--- src/rtl/module_keypad_emulator.sv ---
// Behavioural 4x4 keypad: answers the reader's column scan on the row lines,
// scripting each requested key press with optional contact bounce on make and break.
//
// state | meaning
// IDLE  | contact open, ready for a key request
// BIN   | bounce on press, contact follows lfsr[0]
// HOLD  | contact firmly closed
// BOUT  | bounce on release, contact follows lfsr[0]
// GAP   | contact open; last cycle signals completion
module module_keypad_emulator #(
  parameter int HOLD_CYCLES   = 2700000,
  parameter int BOUNCE_CYCLES = 135000,
  parameter int GAP_CYCLES    = 1350000,
  parameter logic [7:0] LFSR_SEED = 8'hA5
) (
  input  logic       clk,
  input  logic       reset,
  input  logic [3:0] col,
  output logic [3:0] fil,
  input  logic       req_valid,
  input  logic [3:0] req_key,
  output logic       req_ready,
  output logic       key_down,
  output logic       done,
  output logic [7:0] press_cnt
);

  localparam int MAX_HB = (HOLD_CYCLES > BOUNCE_CYCLES) ? HOLD_CYCLES : BOUNCE_CYCLES;
  localparam int MAX_ALL = (MAX_HB > GAP_CYCLES) ? MAX_HB : GAP_CYCLES;
  localparam int CW = (MAX_ALL < 1) ? 1 : $clog2(MAX_ALL + 1);

  // Phase timers are down-counters loaded with length-1; zero marks the last cycle.
  localparam logic [CW-1:0] BOUNCE_LAST = CW'(BOUNCE_CYCLES - 1);
  localparam logic [CW-1:0] HOLD_LAST   = CW'(HOLD_CYCLES - 1);
  localparam logic [CW-1:0] GAP_LAST    = CW'(GAP_CYCLES - 1);

  typedef enum logic [2:0] {
    S_IDLE, S_BIN, S_HOLD, S_BOUT, S_GAP
  } state_t;

  state_t          state, state_nx;
  logic [CW-1:0]   cnt, cnt_nx;
  logic [7:0]      lfsr;
  logic [3:0]      key;
  logic [7:0]      press_cnt_q;
  logic            accept;
  logic            contact;
  logic            bouncing;
  logic            lfsr_fb;

  assign req_ready = (state == S_IDLE) && !reset;
  assign accept    = req_valid && req_ready;
  assign bouncing  = (state == S_BIN) || (state == S_BOUT);
  assign contact   = (state == S_HOLD) || (bouncing && lfsr[0]);
  assign key_down  = contact;
  assign done      = (state == S_GAP) && (cnt == '0);
  assign press_cnt = press_cnt_q;
  assign lfsr_fb   = lfsr[7] ^ lfsr[5] ^ lfsr[4] ^ lfsr[3];

  always_comb begin
    state_nx = state;
    cnt_nx   = cnt;
    case (state)
      S_IDLE: begin
        if (accept) begin
          if (BOUNCE_CYCLES == 0) begin
            state_nx = S_HOLD;
            cnt_nx   = HOLD_LAST;
          end else begin
            state_nx = S_BIN;
            cnt_nx   = BOUNCE_LAST;
          end
        end
      end
      S_BIN: begin
        if (cnt == '0) begin
          state_nx = S_HOLD;
          cnt_nx   = HOLD_LAST;
        end else begin
          cnt_nx = cnt - CW'(1);
        end
      end
      S_HOLD: begin
        if (cnt == '0) begin
          if (BOUNCE_CYCLES == 0) begin
            state_nx = S_GAP;
            cnt_nx   = GAP_LAST;
          end else begin
            state_nx = S_BOUT;
            cnt_nx   = BOUNCE_LAST;
          end
        end else begin
          cnt_nx = cnt - CW'(1);
        end
      end
      S_BOUT: begin
        if (cnt == '0) begin
          state_nx = S_GAP;
          cnt_nx   = GAP_LAST;
        end else begin
          cnt_nx = cnt - CW'(1);
        end
      end
      S_GAP: begin
        if (cnt == '0) begin
          state_nx = S_IDLE;
          cnt_nx   = '0;
        end else begin
          cnt_nx = cnt - CW'(1);
        end
      end
      default: begin
        state_nx = S_IDLE;
        cnt_nx   = '0;
      end
    endcase
  end

  // Only the addressed column can pull the latched key's row low.
  always_comb begin
    fil = 4'b1111;
    if (contact && !col[key[1:0]]) fil[key[3:2]] = 1'b0;
  end

  always_ff @(posedge clk) begin
    if (reset) begin
      state       <= S_IDLE;
      cnt         <= '0;
      lfsr        <= LFSR_SEED;
      key         <= 4'h0;
      press_cnt_q <= 8'h00;
    end else begin
      state <= state_nx;
      cnt   <= cnt_nx;
      if (accept) key <= req_key;
      if (bouncing) lfsr <= {lfsr[6:0], lfsr_fb};
      if (done) press_cnt_q <= press_cnt_q + 8'h01;
    end
  end

endmodule

--- config.mk ---
export PLATFORM = sky130hd
export DESIGN_NAME = module_keypad_emulator
export DESIGN_NICKNAME = d
export VERILOG_FILES = /design/src/rtl/module_keypad_emulator.sv
export SDC_FILE = /design/constraint.sdc
export NUM_CORES = 1
export LEC_CHECK = 0
export ABC_AREA = 1
export BUFFER_PORTS_ARGS = -buffer_cell sky130_fd_sc_hd__buf_4
export CAP_MARGIN = 20
export CORE_MARGIN = 8
export CORE_UTILIZATION = 30
export CTS_CLUSTER_DIAMETER = 50
export DETAILED_ROUTE_END_ITERATION = 7
export SLEW_MARGIN = 10
export SYNTH_ARGS = -nofsm -noshare
export SYNTH_HDL_FRONTEND = slang
export SYNTH_SLANG_ARGS = --single-unit
--- constraint.sdc ---
create_clock -name clk -period 2 [get_ports clk]
set_clock_uncertainty 0.2 [all_clocks]
set_input_delay 0.4 -clock clk [delete_from_list [all_inputs] [get_ports clk]]
set_output_delay 0.4 -clock clk [all_outputs]
set_load 0.05 [all_outputs]
; After elaboration in Yosys (flattened, before gate mapping)
; Cells that the tools add are included.
[classes]
n_addsub = 2
order_cmp = 3
eq_ne = 9
mux = 17
bitwise = 4
n_reduce_logical = 13
[op_table]
columns = operator, count
row1 = $mux W22, 5
row2 = $pmux W22 S5, 1
row3 = $logic_not A22 Y1, 1
row4 = $sub A22 B1 Y22 const B, 1
row5 = $mux W3, 5
row6 = $pmux W3 S5, 1
row7 = $add A8 B1 Y8 const B, 1
row8 = $ne A2 B1 Y1 const B, 4
row9 = $eq A3 B2 Y1 const B, 2
row10 = $logic_and A1 B1 Y1, 6
row11 = $lt A2 B3 Y1 const B, 2
row12 = $reduce_and A5 Y1, 1
row13 = $mux W4, 1
row14 = $not A4 Y4, 1
row15 = $eq A3 B1 Y1 const B, 1
row16 = $eq A3 B3 Y1 const B, 1
row17 = $logic_not A3 Y1, 1
row18 = $xor A1 B1 Y1, 3
row19 = $bmux W1 S2, 1
row20 = $demux W1 S2, 1
row21 = $ge A2 B1 Y1 const B, 1
row22 = $logic_not A1 Y1, 2
row23 = $logic_or A1 B1 Y1, 2
row24 = $mux W1, 2
row25 = $ne A2 B2 Y1 const B, 1
[totals]
reg_bits = 45
inputBits = 11
output_inout_bits = 15

; Depth between registers and ports, before layout
; Gate-level depths: netlist of run 1.
[logic_depth]
word_depth = 6
depth_mapped = 13
depth_no_buf = 13

; Worst setup path after synthesis of run 1
; Ideal clock, no wire load.
[synth_timing]
kind = reg-to-output
start = reg state[2]
end = out fil[0]
t_arrival_ns = 1.903
required_ns = 1.400
slack_ns = -0.503
path_stages_with_launch = 10
path_cell_list = dfxtp_1 -> inv_2 -> nand2_1 -> buf_2 -> inv_1 -> nand2_1 -> nand2_1 -> o221ai_1 -> nor2_1 -> nand2_1
[synth_between]
elab_chain_cells = 6
[synth_lines]
columns = item, line
row1 = from (decl), 41  ; state_t state, state_nx;
row2 = from (signal assigned), 133  ; state <= state_nx;
row3 = $eq A3 B1 Y1 or $eq A3 B2 Y1 (tied branches), 53  ; assign bouncing = (state == S_BIN) || (state == S_BOUT);
row4 = $logic_or A1 B1 Y1, 53
row5 = $logic_and A1 B1 Y1, 54  ; assign contact = (state == S_HOLD) || (bouncing && lfsr[0]);
row6 = $logic_or A1 B1 Y1 (*), 54
row7 = named net key_down, 23  ; output logic key_down,
row8 = $logic_and A1 B1 Y1 (*), 122  ; if (contact && !col[key[1:0]]) fil[key[3:2]] = 1'b0;
row9 = $mux W4 (*), 122
row10 = to (decl), 19  ; output logic [3:0] fil,
; The timed path passes the listed nets; every way through them passes the cells marked *.

; Worst setup path after layout of run 1
[layout_timing]
start = reg state[2]
end = out fil[0]
[layout_between]
elab_chain_cells = 6
[layout_lines]
columns = item, line
row1 = $eq A3 B1 Y1 or $eq A3 B2 Y1 (tied branches), 53
row2 = $logic_or A1 B1 Y1, 53
row3 = $logic_and A1 B1 Y1, 54
row4 = $logic_or A1 B1 Y1 (*), 54
row5 = $logic_and A1 B1 Y1 (*), 122
row6 = $mux W4 (*), 122
; Every way passes the cells marked *; elsewhere a longest branch is shown, timed or not.

==> summary.txt, run 1 <==
Status = finished with violations
Violated checks = setup timing
Commonest non-fill, non-tap cells in the layout = nand2_1 (91), buf_4 (67), nor2_1 (41)
Worst min path class = primary input to flip-flop
Post-DP HPWL = 5410 um
Die height = 112 um
RSZ-0062 raised after global routing = true
Largest net degree at the start of global routing = 22
Post-Route WL = 7850 um
Die X = 112 um
Final WS setup = -179 ps
Final min period = 2180 ps
Root buf cell = clkbuf_8
# diodes = 0
DRT antenna net count = 0
Port Buffers = 25
Tightest Pin Transition = 342 ps
Die area = 0.0125 sq mm
Ys async rst share = 0%
Synth cell types = 37
Area grow syn2layout = 40.8%
Total power = 0.00735 W
# Max-Cap Violations = 0
Leak = 1.73 nW
Slew headroom = 77.0%
GRT Total Usage = 12.2%
Worst EP arrival = 1580 ps
I/O pin count = 26
Initial antenna violation count = 0
Worst-path clk slew = 90 ps
Pre-CTS setup slack = 2.94 ps
Via count = 2848
Main synth FF type = dfxtp_1
Required time of the critical path = 1400 ps
CTS tree = done
Nets = 505
DRT Pass-1 Iters = 6
Number of enable flip-flop cells after synthesis = 0
Slew Limit Fails = 0
Cell taking the most area after synthesis = dfxtp_1
Row cnt = 35
Starting DRC count in detailed routing = 119
Gr ovfl total = 0
Cell count after synthesis = 417
#FFs+latches synth = 45
Routed wire per std cell = 13.0 um
Share of cells above drive strength 1 = 38.0%
Cts bufs inserted = 5
Final Cycle Share = 109%
Yosys warns = 0
Post-Syn Nets = 431
Final setup vio count = 6
Gpl congestion = 0.940
Core area = 0.00906 sq mm
Clock Path Buffers = 2
Final hold viol count = 0
PwrDens = 1890 mW/mm^2
Most common cell after layout, fill and taps aside = nand2_1
Synthesized area per cell = 6.61 sq um
Startpoint Class = flip-flop
Depth of the CTS H-tree = 2
Setup TNS Final = -738 ps
Drt via density = 4.72
Worst-path fanout max = 3
Highest Clock Rate = 459 MHz
Crit path capture type = primary output
Clock Sinks = 45
Initial Util = 30.4%
Post-route DRC = 0
Peak supply drop = 0.763 mV
Clock latency on the worst-skew pair = 300 ps
Sequential area share after synthesis = 32.7%
Synth area leaders = dfxtp_1 (33%), nand2_1 (14%), nor2_1 (7.5%)
First-pass GRT wire length = 12900 um
Synthesized area = 0.00276 sq mm
Number of global-route vias before repair = 2772
Area share of the largest cell type after synthesis = 32.7%
Setup CP Type = flip-flop to primary output
-- critical path, stage by stage, from the launching register on --
cell,delay (ps)
dfxtp_4,380
nor2_4,130
inv_2,60
nor2_4,80
inv_2,50
nand2_4,70
o221ai_4,120
nor2_4,170
nand2_2,70
buf_8,150
-- Yosys cell counts (2+ instances only) --
master,number
nand2_1,105
nor2_1,55
dfxtp_1,45
inv_1,37
a21oi_1,33
o21ai_0,25
nand3_1,18
xor2_1,12
inv_2,10
nand2_2,9
nor2_2,9
xnor2_1,6
nand3_2,5
o21ai_1,5
clkbuf_1,4
a21oi_2,3
buf_6,3
ha_1,3
nand2_4,3
nand4_1,3
nor2_4,3
buf_2,2
inv_4,2
nor3_1,2
nor4_1,2
o211ai_1,2
-- where the power goes --
| part | total (W) | switching [W] | internal [W] |
|---|---|---|---|
| logic | 0.00531 | 0.00315 | 0.00216 |
| registers | 0.00145 | 0.000262 | 0.00119 |
| clock network | 0.000583 | 0.000337 | 0.000247 |
-- cells by family after synthesis --
logic type,synth area share [%]
AOI/OAI and AO/OA,14.9
xor gates and xnor gates,5.72
adders and majority gates,1.36
buffers and inverters,9.16
DFF,32.7
and+or+nand+nor,36.2
-- repair_timing --
action / in CTS / in global routing
pin swaps: 15 / 22
hold buffers: 0 / 0
resized for setup: 52 / 46
endpoints found under the setup margin: 6 / 32
hold endpoints to repair: 0 / 0
setup buffers: 16 / 10
-- layer usage --
layer | track usage, % | vias up | wire [um]
met5 | 0 | - | 0
met2 | 20.4 | 73 | 3780
met1 | 15.4 | 1295 | 3560
met3 | 2.76 | 8 | 424
li1 | - | 1472 | -
met4 | 3.46 | 0 | 88
-- final cells by class --
class	count	area, sq um
Clock buffer	6	72.6
Clock inverter	2	15.0
Fill cell	889	5180
Inverter	50	201
Multi-Input combinational cell	313	1910
Sequential cell	45	923
Tap cell	111	139
Timing Repair Buffer	76	623
-- stage by stage --
step / instance area [sq um] / hold WS (ps) / std cells / utilization, %
after global placement: 3260 / 236 / 569 / 35.9
final: 3880 / 172 / 603 / 42.8
after global routing: 3880 / 182 / 603 / 42.8
after floorplan: 2800 / 229 / 417 / -
after detailed placement: 3260 / 254 / 569 / 35.9
after CTS: 3640 / 168 / 593 / 40.1
-- sequential cells by signal (all words and copies together) (netlist names) --
| name | count |
|---|---|
| cnt | 22 |
| key | 4 |
| lfsr | 8 |
| press_cnt | 8 |
| state | 3 |
-- final timing paths --
check        slack (ps)              endpoint                  start  depth (start not counted)
max reg2reg          40  cnt[15]$_SDFFE_PP0P_    cnt[2]$_SDFFE_PP0P_                         11
min                 170   key[2]$_SDFFE_PP0P_             req_key[2]                          3
min reg2reg         270   key[1]$_SDFFE_PP0P_    key[1]$_SDFFE_PP0P_                          2
max                -180                fil[0]  state[2]$_SDFFE_PP0P_                          9
No activity file was read; power rests on OpenSTA's default activity.
==> inputs of run 2 (changes only) <==
--- a/constraint.sdc
+++ b/constraint.sdc
@@ -4,2 +4,2 @@
 set_output_delay 0.4 -clock clk [all_outputs]
-set_load 0.05 [all_outputs]
+set_load 0.01 [all_outputs]
==> run 2 against run 1 <==
  * The flow still finishes with violations (setup timing)
  * Highest routed layer unchanged
  * Die area did not move
  * Critical endpoint is now done
  * Hold slack improved by 6.5 ps
  * Global-route usage down 0.35 points
  * Cell count fell by 1.8%
  * Critical path depth down 3
  * Clock power grew 43%
  * Power decreased by 6.6%
==> summary.txt, run 2 (same netlist as run 1, synthesis figures left out) <==
Cts bufs inserted = 5 (unchanged)
Final hold viol count = 0 (unchanged)
Port Buffers = 25 (unchanged)
Final setup vio count = 6 (unchanged)
Post-DP HPWL = 5540 um (+2.4%)
Root buf cell = clkbuf_8
Initial antenna violation count = 0 (unchanged)
Tightest Pin Transition = 379 ps (+37.2 ps)
Worst Hold Endpoint = key[3]$_SDFFE_PP0P_
CP top delay family = simple AND/OR/NAND/NOR gates
Routed wire per std cell = 12.7 um (-2.7%)
Initial Util = 30.4% (unchanged)
R2R Setup Slk = 80 ps (+40 ps)
Area grow syn2layout = 33.2%
DR WL met2 = 3460 um (-8.5%)
Clock Path Buffers = 2 (unchanged)
Worst-path clk slew = 90 ps (about the same)
Final min period = 2130 ps (-50.9 ps)
Worst min path class = primary input to flip-flop
Clock latency on the worst-skew pair = 310 ps (about the same)
RR Endpoint = state[0]$_SDFFE_PP0P_
Peak supply drop = 0.615 mV (-19%)
Final instance area = 0.00367 sq mm (-5.4%)
RSZ-0062 raised after global routing = true
# diodes = 0 (unchanged)
Worst path max stage delay = 350 ps (-30 ps)
Nets = 494 (-2.2%)
DRT Pass-1 Iters = 4 (-2)
Highest Clock Rate = 470 MHz (+2.4%)
WL met3 = 347 um (-18%)
Worst Setup SP = state[1]$_SDFFE_PP0P_
Setup CP Type = flip-flop to primary output
Die height = 112 um (unchanged)
Final WS setup = -128 ps (+50.9 ps)
First-pass GRT wire length = 12400 um (-3.4%)
Slew Limit Fails = 0 (unchanged)
Leak = 1.66 nW (-3.7%)
Gpl congestion = 0.911 (-3.1%)
CTS tree = done
Row cnt = 35 (unchanged)
Depth of the CTS H-tree = 2 (unchanged)
Via count = 2764 (-2.9%)
Layout Cells excl Fill = 592 (-1.8%)
Placed Cells = 571 (+0.35%)
Worst EP arrival = 1530 ps (-50 ps)
I/O pin count = 26 (unchanged)
Most common cell after layout, fill and taps aside = nand2_1
Gr ovfl total = 0 (unchanged)
PwrDens = 1870 mW/mm^2 (-1.2%)
Final Cycle Share = 106% (-2.5 points)
# hold bufs at CTS = 0 (unchanged)
Largest net degree at the start of global routing = 22 (unchanged)
Die area = 0.0125 sq mm (unchanged)
GRT Total Usage = 11.9% (-0.35 points)
Starting DRC count in detailed routing = 135 (+13%)
Post-route DRC = 0 (unchanged)
Core area = 0.00906 sq mm (unchanged)
Critical R2R Launch = cnt[7]$_SDFFE_PP0P_
CP cell instances = inv_2 > nand2_2 > nor2_2 > inv_2 > nor2_4 > buf_6
WL met1 = 3590 um (+0.93%)
Violated checks = setup timing
Placed Area = 0.00323 sq mm (-0.88%)
Number of flip-flops under the largest register name = 22 (unchanged)
Share of cells above drive strength 1 = 33.5% (-4.5 points)
Highest routed layer = met4
Largest register by flop count = cnt
Commonest non-fill, non-tap cells in the layout = nand2_1 (96), buf_4 (59), nor2_1 (42)
Pre-CTS setup slack = 9.93 ps (+6.99 ps)
Number of global-route vias before repair = 2700 (-2.6%)
Drt via density = 4.67 (-1.1%)
# Max-Cap Violations = 0 (unchanged)
Clock Sinks = 45 (unchanged)
DRT antenna net count = 0 (unchanged)
HP Start = req_key[3]
Worst-path fanout max = 4 (+1)
Startpoint Class = flip-flop
Post-Route WL = 7500 um (-4.5%)
Bufs and invs on worst path = 3 (unchanged)
Hold Crit Depth = 3 (unchanged)
Required time of the critical path = 1400 ps (about the same)
Fillers = 913 (+2.7%)
Die X = 112 um (unchanged)
Setup TNS Final = -626 ps (+112 ps)
Worst path slowest cell = dfxtp_1
Reg2reg path depth = 13 (+2)
Slew headroom = 74.5% (-2.5 points)
Status = finished with violations
Crit path capture type = primary output
Most common cell on crit path = inv_2
-- run 2: changes by cell type in the layout (fill, tap and decap cells not counted), sizes merged --
cell      delta
clkinvlp     -2
buf         -11
clkbuf       -1
clkinv       +1
bufinv       +2
-- run 2: repair_timing --
| action | in CTS | in global routing |
|---|---|---|
| buffers inserted | 8 | 5 |
| resized for setup | 21 | 46 |
| endpoints found under the setup margin | 5 | 22 |
| pin swaps | 9 | 16 |
-- run 2: final cells by class --
cell class | instances | area [sq um] | share of cell area (%)
multi-input combinational | 313 | 1780 | 48.5
sequential | 45 | 913 | 24.9
timing repair buffer | 65 | 510 | 13.9
inverter | 50 | 196 | 5.35
tap | 111 | 139 | 3.78
clock buffer | 5 | 68.8 | 1.87
clock inverter | 3 | 65.1 | 1.77
-- run 2: routing by layer --
layer	global-route usage, %	vias up
li1	-	1451
met1	14.9	1257
met2	19.6	48
met3	2.76	8
met4	3.92	0
met5	0	-
-- run 2: power breakdown --
group | leakage, nW | internal [W] | switching (W)
combinational | 1.22 | 0.00185 | 0.00276
sequential | 0.371 | 0.00118 | 0.000238
clock | 0.0681 | 0.000497 | 0.000338
total | 1.66 | 0.00353 | 0.00334
-- run 2: through the flow --
stage / utilization [%] / power [W] / hold slack, ps
after floorplan: - / 0.00427 / 229
after global placement: 35.6 / 0.00532 / 241
after detailed placement: 35.6 / 0.00534 / 251
after CTS: 38.4 / 0.00638 / 175
after global routing: 40.5 / 0.00748 / 201
final: 40.5 / 0.00686 / 178
-- run 2: worst max path at each step --
stage	end	slack [ps]	depth (start not counted)
after CTS	fil[1]	-150	9
final	done	-130	6
after global routing	fil[1]	-210	9
after detailed placement	fil[1]	10	9
after global placement	cnt[18]$_SDFFE_PP0P_	40	10
after floorplan	fil[0]	60	9
-- run 2: tightest hold or removal path, delay by kind of cell --
family / cells / cell delay (ps)
buffers and inverters: 1 / 70
AO/OA/AOI/OAI: 2 / 180
==> inputs of run 3 (changes only) <==
Settings changed: ABC_AREA 1 to unset, BUFFER_PORTS_ARGS -buffer_cell sky130_fd_sc_hd__buf_4 to -buffer_cell sky130_fd_sc_hd__buf_2.
==> run 3 against run 2 <==
  * The flow still finishes with violations (setup timing)
  * Count of clock-buffer cells in the layout is 1 higher
  * Utilization increased by 2.7 points
  * Highest routed layer unchanged
  * Area after synthesis fell by 5.3%
==> summary.txt, run 3 <==
Final Cycle Share = 115% (+8.5 points)
XOR/XNOR Fraction of Synth Area = 7.04% (+1.3 points)
Placed Cells = 526 (-7.9%)
Worst path slowest cell = nor4_4
Synth area leaders = dfxtp_1 (34%), nand2_1 (6.0%), nor2_1 (5.9%)
Routed wire per std cell = 14.8 um (+17%)
WHS = 136 ps (-41.9 ps)
Total power = 0.00269 W (-61%)
Final setup vio count = 27 (+21)
Post-route DRC = 0 (unchanged)
Status = finished with violations
Reg2reg path depth = 7 (-6)
Final hold viol count = 0 (unchanged)
Final WS setup = -298 ps (-170 ps)
Clock Sinks = 45 (unchanged)
GRT Total Usage = 14.2% (+2.4 points)
Root buf cell = clkbuf_8
Setup TNS Final = -3630 ps (-3010 ps)
# hold bufs at CTS = 0 (unchanged)
Synthesized area = 0.00261 sq mm (-5.3%)
CP cell instances = nor4_4 > nand4_4 > buf_4 > or2_4 > maj3_2 > a2bb2oi_1 > a2111oi_2
Main synth FF type = dfxtp_1
Commonest non-fill, non-tap cells in the layout = buf_4 (78), nand2_1 (42), dfxtp_1 (40)
R2R Setup Slk = -300 ps (-380 ps)
Number of enable flip-flop cells after synthesis = 0 (unchanged)
Drt via density = 5.13 (+10%)
Gpl congestion = 0.896 (-1.7%)
Worst path max stage delay = 360 ps (about the same)
Post-DP HPWL = 6020 um (+8.5%)
#FFs+latches synth = 45 (unchanged)
Crit path capture type = flip-flop
Post-Route WL = 8030 um (+7.1%)
Row cnt = 34 (-2.9%)
Share of cells above drive strength 1 = 35.9% (+2.4 points)
Synthesized area per cell = 7.66 sq um (+16%)
Die height = 109 um (-2.3%)
PwrDens = 725 mW/mm^2 (-61%)
Adder-cell area share of the yosys netlist = 1.87% (+0.51 points)
Core area = 0.00859 sq mm (-5.2%)
Critical R2R Launch = cnt[17]$_SDFFE_PP0P_
Setup CP Type = flip-flop to flip-flop
Largest register by flop count = cnt
# diodes = 0 (unchanged)
Starting DRC count in detailed routing = 178 (+32%)
Gr ovfl total = 0 (unchanged)
Sequential area share after synthesis = 34.5% (+1.8 points)
Most frequent cell after synthesis = dfxtp_1
# Max-Cap Violations = 0 (unchanged)
Area grow syn2layout = 42.1%
Initial Util = 30.4% (-0.034 points)
RR Endpoint = cnt[4]$_SDFFE_PP0P_
Slew Limit Fails = 0 (unchanged)
Highest Clock Rate = 435 MHz (-7.4%)
Clock latency on the worst-skew pair = 310 ps (about the same)
Final min period = 2300 ps (+170 ps)
Required time of the critical path = 2000 ps (+600 ps)
Simple-Gate Fraction of Synth Area = 31.8% (-4.4 points)
First-pass GRT wire length = 13600 um (+9.2%)
Ys async rst share = 0% (unchanged)
DRT antenna net count = 0 (unchanged)
Worst EP arrival = 2300 ps (+770 ps)
RSZ-0062 raised after global routing = true
Most common cell after layout, fill and taps aside = buf_4
Initial antenna violation count = 0 (unchanged)
Synth cell count leaders = dfxtp_1 (45), nand2_1 (42), nor2_1 (41), a21oi_1 (21), o21ai_0 (20)
Synth cell types = 50 (+35%)
Layout Cells excl Fill = 543 (-8.3%)
Number of global-route vias before repair = 2730 (+1.1%)
I/O pin count = 26 (unchanged)
Largest net degree at the start of global routing = 15 (-32%)
Worst Setup EP = cnt[4]$_SDFFE_PP0P_
Tightest Pin Transition = 476 ps (+96.6 ps)
Peak supply drop = 0.375 mV (-39%)
Slew headroom = 68.3% (-6.2 points)
Nets = 448 (-9.3%)
Cell count after synthesis = 341 (-18%)
Worst-path fanout max = 5 (+1)
Startpoint Class = flip-flop
Post-Syn Nets = 355 (-18%)
Die area = 0.0119 sq mm (-4.6%)
Synth Area in Compound Gates = 18.7% (+3.9 points)
Leak = 1.57 nW (-5.4%)
Worst min path class = primary input to flip-flop
Cell taking the most area after synthesis = dfxtp_1
Yosys warns = 0 (unchanged)
CTS tree = done
Area share of the largest cell type after synthesis = 34.5% (+1.8 points)
Worst-path clk slew = 90 ps (about the same)
Pre-CTS setup slack = -135 ps (-145 ps)
Depth of the CTS H-tree = 2 (unchanged)
Number of flip-flops under the largest register name = 22 (unchanged)
Multiplexer share of the synthesized area = 1.63% (+1.6 points)
Port Buffers = 25 (unchanged)
Die X = 109 um (-2.3%)
Cts bufs inserted = 5 (unchanged)
Clock Path Buffers = 2 (unchanged)
Worst Setup SP = cnt[17]$_SDFFE_PP0P_
Largest family of logic cells by synthesized area = simple AND/OR/NAND/NOR gates
Via count = 2788 (+0.87%)
DRT Pass-1 Iters = 4 (unchanged)
Violated checks = setup timing
## run 3: critical path: cells and delay by family (launching register included)
kind | cells | cell delay [ps]
and+or+nand+nor | 3 | 760
AOI/OAI and AO/OA | 2 | 370
DFF | 1 | 340
adders and majority gates | 1 | 330
buffers and inverters | 1 | 190
## run 3: cells by family (layout without fill, tap and decap cells)
kind of cell,count (synthesis),in the layout
adder cells (fa/ha/maj),4,4
XOR/XNOR,21,21
AND/OR/NAND/NOR,163,163
flip-flops,45,45
AO/OA/AOI/OAI,75,75
buffers and inverters,30,124
multiplexers,3,3
## run 3: worst min path at each step
stage	slack, ps	cells past startpoint	startpoint	endpoint
2_1_floorplan	230	2	lfsr[2]$_SDFFE_PP1N_	lfsr[3]$_SDFFE_PP0N_
3_3_place_gp	240	2	lfsr[2]$_SDFFE_PP1N_	lfsr[3]$_SDFFE_PP0N_
3_5_place_dp	240	2	lfsr[2]$_SDFFE_PP1N_	lfsr[3]$_SDFFE_PP0N_
4_1_cts	130	3	req_key[2]	key[2]$_SDFFE_PP0P_
5_1_grt	140	3	req_key[3]	key[3]$_SDFFE_PP0P_
6_report	140	3	req_key[2]	key[2]$_SDFFE_PP0P_
## run 3: cell type report
| cell class | instances | area, sq um |
|---|---|---|
| Timing Repair Buffer | 107 | 762 |
| Sequential cell | 45 | 907 |
| Inverter | 9 | 33.8 |
| Clock buffer | 6 | 72.6 |
| Fill cell | 869 | 4880 |
| Clock inverter | 2 | 38.8 |
| Tap cell | 108 | 135 |
| Multi-Input combinational cell | 266 | 1760 |
## run 3: report_power, final
group,switching [W],internal [W],leakage (nW)
registers,0.0000679,0.000964,0.370
clock network,0.000325,0.000375,0.0554
logic,0.000472,0.000487,1.15
total,0.000865,0.00183,1.57
## run 3: layer usage
layer  wire, um  GRT usage, %
met5          0             0
met4        181          5.69
met3        272          2.40
met2       4010          24.7
met1       3560          17.2
## run 3: what timing repair did
| action | in CTS | in global routing |
|---|---|---|
| gates resized for setup | 27 | 10 |
| buffers inserted | 8 | 1 |
| pin swaps | 13 | 6 |
| setup endpoints to repair | 34 | 38 |
## run 3: metrics by stage
stage | instance area (sq um) | util [%]
after floorplan | 2670 | -
after global placement | 3400 | 39.5
after detailed placement | 3400 | 39.5
after CTS | 3660 | 42.6
after global routing | 3710 | 43.2
final | 3710 | 43.2
